## config.mk

```make
export PLATFORM = sky130hd
export DESIGN_NAME = timer_counter_multi_flat
export DESIGN_NICKNAME = d
export VERILOG_FILES = /design/src/rtl/timer_counter_multi_pkg.sv /design/src/rtl/timer_counter_multi_if.sv /design/src/rtl/timer_counter_multi_channel.sv /design/src/rtl/timer_counter_multi.sv /design/src/flat_wrapper.sv
export SDC_FILE = /design/constraint.sdc
export NUM_CORES = 1
export LEC_CHECK = 0
export ABC_AREA = 1
export CORE_MARGIN = 4
export CORE_UTILIZATION = 50
export DETAILED_ROUTE_END_ITERATION = 10
export DONT_BUFFER_PORTS = 1
export PLACE_DENSITY_LB_ADDON = 0.08
export SYNTH_ARGS = -nofsm -noshare
export SYNTH_HDL_FRONTEND = slang
export SYNTH_SLANG_ARGS = --single-unit
```

## constraint.sdc

```tcl
create_clock -name clk -period 1.51 [get_ports clk]
set_input_delay 0.302 -clock clk [delete_from_list [all_inputs] [get_ports clk]]
set_output_delay 0.302 -clock clk [all_outputs]
set_load 0.01 [all_outputs]
```

## src/rtl/timer_counter_multi_pkg.sv

```systemverilog
// Shared constants for the multi-channel interval timer: channel mode values
// and the channel state encoding.
package timer_pkg;

    localparam logic MODE_PERIODIC = 1'b0;
    localparam logic MODE_ONESHOT  = 1'b1;

    typedef enum logic {
        ST_IDLE = 1'b0,
        ST_RUN  = 1'b1
    } ch_state_e;

endpackage

```

## src/rtl/timer_counter_multi_if.sv

```systemverilog
// Control/status bundle of the multi-channel timer: the master drives configuration
// and strobes, the slave (the timer) returns per-channel status and counts.
interface timer_counter_multi_if #(
    parameter int N  = 8,
    parameter int CH = 4,
    parameter int PW = 4
);
    logic [PW-1:0]   prescale;
    logic [CH-1:0]   start;
    logic [CH-1:0]   stop;
    logic [CH-1:0]   mode;
    logic [CH*N-1:0] final_value;
    logic [CH-1:0]   busy;
    logic [CH-1:0]   done;
    logic [CH*N-1:0] count;

    modport master (
        output prescale, start, stop, mode, final_value,
        input  busy, done, count
    );

    modport slave (
        input  prescale, start, stop, mode, final_value,
        output busy, done, count
    );
endinterface

```

## src/rtl/timer_counter_multi_channel.sv

```systemverilog
// One timer channel: counts prescaler ticks up to a terminal value latched at start,
// pulses done on the terminal tick, then reloads (periodic) or stops (one-shot).
module timer_channel
    import timer_pkg::*;
#(
    parameter int N = 8
) (
    input  logic         clk,
    input  logic         reset_n,
    input  logic         tick,
    input  logic         start,
    input  logic         stop,
    input  logic         mode,
    input  logic [N-1:0] final_value,
    output logic         busy,
    output logic         done,
    output logic [N-1:0] count
);

    ch_state_e    state_q, state_d;
    logic [N-1:0] fv_q, fv_d;
    logic [N-1:0] count_q, count_d;
    logic         mode_q, mode_d;
    logic         done_q, done_d;

    // Next-state and datapath: stop outranks start, which outranks a tick.
    always_comb begin
        state_d = state_q;
        fv_d    = fv_q;
        count_d = count_q;
        mode_d  = mode_q;
        done_d  = 1'b0;
        case (state_q)
            ST_IDLE: begin
                if (start) begin
                    fv_d    = final_value;
                    mode_d  = mode;
                    count_d = '0;
                    state_d = ST_RUN;
                end else begin
                    state_d = ST_IDLE;
                end
            end
            ST_RUN: begin
                if (stop) begin
                    count_d = '0;
                    state_d = ST_IDLE;
                end else if (start) begin
                    fv_d    = final_value;
                    mode_d  = mode;
                    count_d = '0;
                end else if (tick) begin
                    if (count_q == fv_q) begin
                        done_d  = 1'b1;
                        count_d = '0;
                        if (mode_q == MODE_ONESHOT) begin
                            state_d = ST_IDLE;
                        end else begin
                            state_d = ST_RUN;
                        end
                    end else begin
                        count_d = count_q + N'(1);
                    end
                end else begin
                    state_d = ST_RUN;
                end
            end
            default: begin
                count_d = '0;
                state_d = ST_IDLE;
            end
        endcase
    end

    // Channel state registers with asynchronous clear.
    always_ff @(posedge clk or negedge reset_n) begin
        if (!reset_n) begin
            state_q <= ST_IDLE;
            fv_q    <= '0;
            count_q <= '0;
            mode_q  <= MODE_PERIODIC;
            done_q  <= 1'b0;
        end else begin
            state_q <= state_d;
            fv_q    <= fv_d;
            count_q <= count_d;
            mode_q  <= mode_d;
            done_q  <= done_d;
        end
    end

    assign busy  = (state_q == ST_RUN);
    assign done  = done_q;
    assign count = count_q;

endmodule

```

## src/rtl/timer_counter_multi.sv

```systemverilog
// Multi-channel interval timer: one free-running prescaler shared by CH
// independent timer_channel instances.
module timer_counter_multi
    import timer_pkg::*;
#(
    parameter int N  = 8,
    parameter int CH = 4,
    parameter int PW = 4
) (
    input  logic                  clk,
    input  logic                  reset_n,
    timer_counter_multi_if.slave  bus
);

    logic [PW-1:0]   pcnt_q, pcnt_d;
    logic            tick_s;
    logic [CH-1:0]   busy_s;
    logic [CH-1:0]   done_s;
    logic [CH*N-1:0] count_s;

    // A lowered prescale can leave pcnt above it; that wraps to 0 without a tick.
    always_comb begin
        tick_s = (pcnt_q == bus.prescale);
        if (pcnt_q >= bus.prescale) begin
            pcnt_d = '0;
        end else begin
            pcnt_d = pcnt_q + PW'(1);
        end
    end

    // Prescaler counter register.
    always_ff @(posedge clk or negedge reset_n) begin
        if (!reset_n) begin
            pcnt_q <= '0;
        end else begin
            pcnt_q <= pcnt_d;
        end
    end

    for (genvar i = 0; i < CH; i++) begin : g_ch
        timer_channel #(.N(N)) u_ch (
            .clk         (clk),
            .reset_n     (reset_n),
            .tick        (tick_s),
            .start       (bus.start[i]),
            .stop        (bus.stop[i]),
            .mode        (bus.mode[i]),
            .final_value (bus.final_value[i*N +: N]),
            .busy        (busy_s[i]),
            .done        (done_s[i]),
            .count       (count_s[i*N +: N])
        );
    end

    assign bus.busy  = busy_s;
    assign bus.done  = done_s;
    assign bus.count = count_s;

endmodule
```

## src/flat_wrapper.sv

```systemverilog
// flat-port wrapper written by rule: the top's interface ports become plain ports
module timer_counter_multi_flat import timer_pkg::*;
#(
    parameter int N  = 8,
    parameter int CH = 4,
    parameter int PW = 4
)
  (clk, reset_n, bus_prescale, bus_start, bus_stop, bus_mode, bus_final_value, bus_busy, bus_done, bus_count);
  timer_counter_multi_if #(.N(N), .CH(CH), .PW(PW)) bus_i ();
  input  logic clk;
  input  logic reset_n;
  input wire logic [$bits(bus_i.prescale)-1:0] bus_prescale;
  input wire logic [$bits(bus_i.start)-1:0] bus_start;
  input wire logic [$bits(bus_i.stop)-1:0] bus_stop;
  input wire logic [$bits(bus_i.mode)-1:0] bus_mode;
  input wire logic [$bits(bus_i.final_value)-1:0] bus_final_value;
  output wire logic [$bits(bus_i.busy)-1:0] bus_busy;
  output wire logic [$bits(bus_i.done)-1:0] bus_done;
  output wire logic [$bits(bus_i.count)-1:0] bus_count;
  assign bus_i.prescale = bus_prescale;
  assign bus_i.start = bus_start;
  assign bus_i.stop = bus_stop;
  assign bus_i.mode = bus_mode;
  assign bus_i.final_value = bus_final_value;
  assign bus_busy = bus_i.busy;
  assign bus_done = bus_i.done;
  assign bus_count = bus_i.count;
  timer_counter_multi #(.N(N), .CH(CH), .PW(PW)) u_core (.clk(clk), .reset_n(reset_n), .bus(bus_i));
endmodule
```

# [After elaboration in Yosys (flattened, before gate mapping)]
# Index checks and enable logic that the tools add are counted.
[op_classes] addsub=5 n_mul=0 div_mod_pow=0 magnitude_cmp=1 eq_ne=17 n_shift=0 mux=97 n_bitwise=4 reduce_logical=4
[op_table] operator="$mux W8" count=28
[op_table] operator="$pmux W8 S2" count=8
[op_table] operator="$mux W1" count=52
[op_table] operator="$add A8 B1 Y8 const B" count=4
[op_table] operator="$eq A8 B8 Y1" count=4
[op_table] operator="$ne A2 B2 Y1 const B" count=8
[op_table] operator="$pmux W1 S2" count=8
[op_table] operator="$ne A4 B3 Y1 const B" count=3
[op_table] operator="$reduce_and A2 Y1" count=4
[op_table] operator="$add A4 B1 Y4 const B" count=1
[op_table] operator="$eq A4 B4 Y1" count=1
[op_table] operator="$ge A4 B4 Y1" count=1
[op_table] operator="$mux W4" count=1
[op_table] operator="$ne A4 B4 Y1 const B" count=1
[op_table] operator="$not A1 Y1" count=4
[totals] register_bits=80 latchBits=0 ram_bits=0 mem_bits_ro=0 inputBits=50 output_inout_bits=40 elab_cells=149 mem_count=0

# [Logic depth before layout (Yosys ltp)]
[logic_depth] word_depth=6 mapped_depth=11 depth_no_buf=10

# [Cells and area by module]
# Synthesis repeated with hierarchy kept, for this count alone.
[unflattened] hier_cells=541 hier_area_um2=4321.6
[modules_own_cells] mod="timer_channel" n_inst=4 cells_each=126 area_per_inst_um2=1006.0 seq_area_each_um2=475.5
[modules_own_cells] mod="timer_counter_multi" n_inst=1 cells_each=37 area_per_inst_um2=297.8 seq_area_each_um2=100.1

# [Worst setup path after synthesis]
# No wires, ideal clock.
[synth_path] kind="flip-flop to flip-flop" from="register u_core.pcnt_q[1]" to="register u_core.g_ch[2].u_ch.count_q[5]" setup_time_ns=0.073 t_arrival_ns=1.592 required_ns=1.437 setup_slack_ns=-0.155 stages_incl_launch_ff=11 path_buffers=1 period_less_slack_ns=1.665 cell_sequence="dfrtp_1 > ha_1 > nand2_1 > nor2_8 > inv_2 > buf_6 > a21oi_4 > nand2_1 > nand2_1 > inv_1 > a21oi_2"
[synth_between] elab_chain_len=3
[synth_lines] item="start, declared" line_no="timer_counter_multi.sv:15" rtl="logic [PW-1:0] pcnt_q, pcnt_d;"
[synth_lines] item="start signal, assigned" line_no="timer_counter_multi.sv:36" rtl="pcnt_q <= pcnt_d;"
[synth_lines] item="$eq A4 B4 Y1" line_no="timer_counter_multi.sv:23" rtl="tick_s = (pcnt_q == bus.prescale);"
[synth_lines] item="$ne A4 B3 Y1 (no source line)"
[synth_lines] item="$reduce_and A2 Y1 (no source line)"
[synth_lines] item="end signal, assigned" line_no="timer_counter_multi_channel.sv:86" rtl="count_q <= count_d;"
[synth_lines] item="end, declared" line_no="timer_counter_multi_channel.sv:22" rtl="logic [N-1:0] count_q, count_d;"
# Every way passes these cells.
# A chain may end at the register's enable or synchronous reset.

# [Worst setup path in the final report]
[layout_path] from="register u_core.pcnt_q[3]" to="register u_core.g_ch[2].u_ch.count_q[5]"
# The elaborated chain is that of the path after synthesis.

==> impl_results.rst <==
.. list-table::
   :header-rows: 1

   * - Metric
     - Value
   * - Clock slew at the register clock pins of the worst setup and hold paths
     - 0.08 ns
   * - Endpoint class of the critical path
     - flop
   * - Setup TNS after final layout
     - -1.64 ns
   * - Share of synthesized area spent on multiplexers
     - under 10%
   * - Via-per-instance ratio
     - 5.03
   * - Yosys cell types
     - 26
   * - Final cell count without fillers
     - between 700 and 800
   * - Type of the tightest min-delay check
     - input pin to async pin
   * - First-pass iteration count of the detailed router
     - 4
   * - Worst EP required
     - 1.78 ns
   * - Later-pin clock latency in the skew report
     - ~0.35 ns
   * - First DRT Iteration DRCs
     - approximately 100
   * - Violations in the final reports
     - hold timing, setup timing
   * - Post-synthesis cell type with the largest combined area
     - sky130_fd_sc_hd__dfrtp_1
   * - Yosys warns
     - 0
   * - Period utilization
     - 108%
   * - Pin count of the biggest net entering global routing
     - 81
   * - Number of core rows
     - 33
   * - Combinational family with the most area after synthesis
     - simple AND/OR/NAND/NOR gates
   * - Root Buffer
     - sky130_fd_sc_hd__clkbuf_8
   * - Number of placed instances with taps included
     - between 700 and 800
   * - Grt met3 use
     - 5.32%
   * - Count of mapped cells out of synthesis
     - 565
   * - Area of the core region
     - 0.00838 mm2
   * - Top cell type's share of synthesized area
     - 45.5%
   * - Aggregate global routing overflow
     - 0
   * - Count of final max-slew check failures
     - 0
   * - Synth top area cells
     - sky130_fd_sc_hd__dfrtp_1, sky130_fd_sc_hd__nand2_1, sky130_fd_sc_hd__inv_1
   * - Worst VDD drop
     - approximately 620 uV
   * - Max incr delay on CP
     - between 0.4 and 0.5 ns
   * - Via count of the first global-routing pass
     - between 3000 and 4000
   * - Count of antenna diodes in the layout
     - 0
   * - Count of boundary I/O pins
     - 90
   * - Clock tree buffer depth
     - 2
   * - Reported leakage power
     - 2.53 nW
   * - Number of antenna violations at the first check in global routing
     - 0
   * - Clock buffer count from CTS
     - 9
   * - Post-Synthesis Cell Area
     - 0.00440 mm2
   * - Per-cell routed wire length
     - 13.9 um
   * - RSZ-0062 raised after global routing
     - yes
   * - Least-Margin Pin Slew
     - 0.417 ns
   * - Area share of fa/ha/maj cells after synthesis
     - under 10%
   * - ANT nets after route
     - 0
   * - Met2 usage in global routing
     - 37.2%
   * - GR peak layer
     - met2
   * - Overall routed net length
     - 10.3 mm
   * - Tightest slew margin relative to the limit
     - 72.2%
   * - Worst clock skew
     - 0.0148 ns
   * - Setup-violating endpoint count in the final report
     - 34
   * - Setup Crit Path Kind
     - flop to flop
   * - Max-Cap Viols
     - 0
   * - Crit path time final
     - about 1.6 ns
   * - Commonest cells after routing, fill and taps aside
     - sky130_fd_sc_hd__nand2_1, sky130_fd_sc_hd__inv_1, sky130_fd_sc_hd__dfrtp_1
   * - Arrival time at the worst endpoint
     - 1.90 ns
   * - P per Cell Area
     - 1040 mW/mm2
   * - Full die area
     - 0.0104 mm2
   * - Synthesis-to-finish area growth
     - 21.2%
   * - Post-Route Hold Slack
     - -0.359 ns
   * - Final worst slack
     - -0.116 ns
   * - DR DRC count
     - 0
   * - Result of the run
     - finished, violations left
   * - First-pass GRT wire length
     - 16.9 mm
   * - Complex-gate fraction of the synthesized area
     - 10.8%
   * - Width of the chip
     - 102 um
   * - GR Util met1
     - 23.8%
   * - Hpwl dp
     - ~7.6 mm
   * - H-tree level count
     - 3
   * - Fraction of the mapped netlist area in simple logic gates
     - 23.5%
   * - Share of the yosys chip area belonging to registers
     - between 40% and 50%
   * - Number of port buffers
     - 0
   * - Die height
     - between 100 and 150 um
   * - Final hold violation count
     - 80
   * - Worst-path cell chain
     - ha_4 > nand2_4 > nor2_8 > inv_8 > a21oi_4 > nand2_1 > nand2_1 > inv_1 > a21oi_2
   * - Critical-path maximum fanout
     - 11
   * - Nets in the synthesized netlist
     - 624
   * - Critical Path Start Type
     - flop
   * - Clock tree from TritonCTS
     - done
   * - Synthesized area divided by synthesized cell count
     - 7.80 um2
   * - GRT Resource Usage Total
     - 20.6%
   * - Fraction of final layout cells with drive strength greater than 1
     - between 20% and 30%
   * - Number of sinks on the clock net
     - 80
   * - Final weighted congestion of routability-driven global placement
     - 0.868
   * - Commonest non-fill, non-tap cell in the layout
     - sky130_fd_sc_hd__nand2_1
   * - Vias
     - around 3700
   * - Flops & latches, synth
     - 80
   * - Maximum frequency from static timing analysis
     - 615 MHz
   * - Initial Util
     - 52.5%
   * - Slowest cell on the critical path
     - sky130_fd_sc_hd__dfrtp_1
   * - Number of nets at the end of the flow
     - 692
   * - Most frequent cell on the critical path
     - sky130_fd_sc_hd__nand2_1
   * - Xor/xnor cell area share of the yosys netlist
     - 4.38%
-- routing by layer --
layer  vias to the layer above  part of all wire, %
met2                        74                   51
li1                       1906                    -
met3                        13                  5.6
met5                         -                    0
met1                      1744                   42
met4                         0                  1.5
-- critical path, delay by kind of cell (launching register included) --
family                     cells  cell delay [ns]
AOI/OAI and AO/OA              2             0.34
adders and majority gates      1             0.29
buffers and inverters          2             0.12
DFF                            1             0.41
and+or+nand+nor                4             0.40
-- sequential cells by signal, summed over array words and instances (netlist names) --
name / count
u_core.g_ch.u_ch.busy: 4
u_core.g_ch.u_ch.count: 32
u_core.g_ch.u_ch.done: 4
u_core.g_ch.u_ch.fv_q: 32
u_core.g_ch.u_ch.mode_q: 4
u_core.pcnt_q: 4
-- final timing paths --
kind,end,start,slack [ns],depth (start not counted)
worst max-delay path,u_core.g_ch[2].u_ch.count[5],u_core.pcnt_q[3],-0.12,9
worst min-delay path,u_core.g_ch[0].u_ch.count[7],reset_n,-0.36,0
worst min register to register,u_core.g_ch[3].u_ch.mode_q,u_core.g_ch[3].u_ch.mode_q,0.52,2
worst max register to register,u_core.g_ch[2].u_ch.count[5],u_core.pcnt_q[3],-0.12,9
min in group clk,u_core.g_ch[2].u_ch.fv_q[2],bus_final_value[18],0.10,1
max in group asynchronous,u_core.g_ch[2].u_ch.count[5],reset_n,1.71,0
-- kinds of logic after synthesis --
family	Yosys count
AO/OA/AOI/OAI	82
XOR/XNOR	22
adder cells (fa/ha/maj)	9
buffers and inverters	110
flip-flops	80
multiplexers	12
AND/OR/NAND/NOR	250
-- report_power, final --
part	internal, mW	total (mW)	switching [mW]
registers	2.39	2.58	0.193
clock network	0.647	1.44	0.790
logic	0.725	1.54	0.817
total	3.76	5.56	1.80
-- cells in the mapped netlist, drive strengths merged --
master / number
nand2: 134
inv: 96
dfrtp: 80
nor2: 68
a21oi: 51
nand3: 35
o21ai: 25
xnor2: 14
mux2: 12
buf: 10
ha: 9
nor3: 8
xor2: 8
o22ai: 5
clkbuf: 4
nand4: 4
nand3b: 1
o211ai: 1
-- repair_timing --
action                                  4_1_cts  5_1_grt
pin swaps                                     5        8
endpoints found under the setup margin       38       39
endpoints found under the hold margin        83       81
gates resized for setup                      21       23
setup buffers                                 1        4
hold buffers                                  3        1
-- final cells by class --
class,count,area (um2)
Fill cell,775,3050
Timing Repair Buffer,71,551
Inverter,96,368
Tap cell,105,131
Clock inverter,4,30.0
Sequential cell,80,2000
Clock buffer,12,145
Multi-Input combinational cell,375,2110
-- through the flow --
step	total power [mW]	worst slack, ns	cell area, um2	utilization (%)
floorplan	3.57	-0.120	4450	-
global placement	3.98	-0.0895	4960	59.2
detailed placement	4.03	-0.159	4960	59.2
CTS	5.59	-0.141	5240	62.5
global route	5.90	-0.201	5340	63.7
finish	5.56	-0.116	5340	63.7
Note: power is estimated with default switching activity, not from simulation.
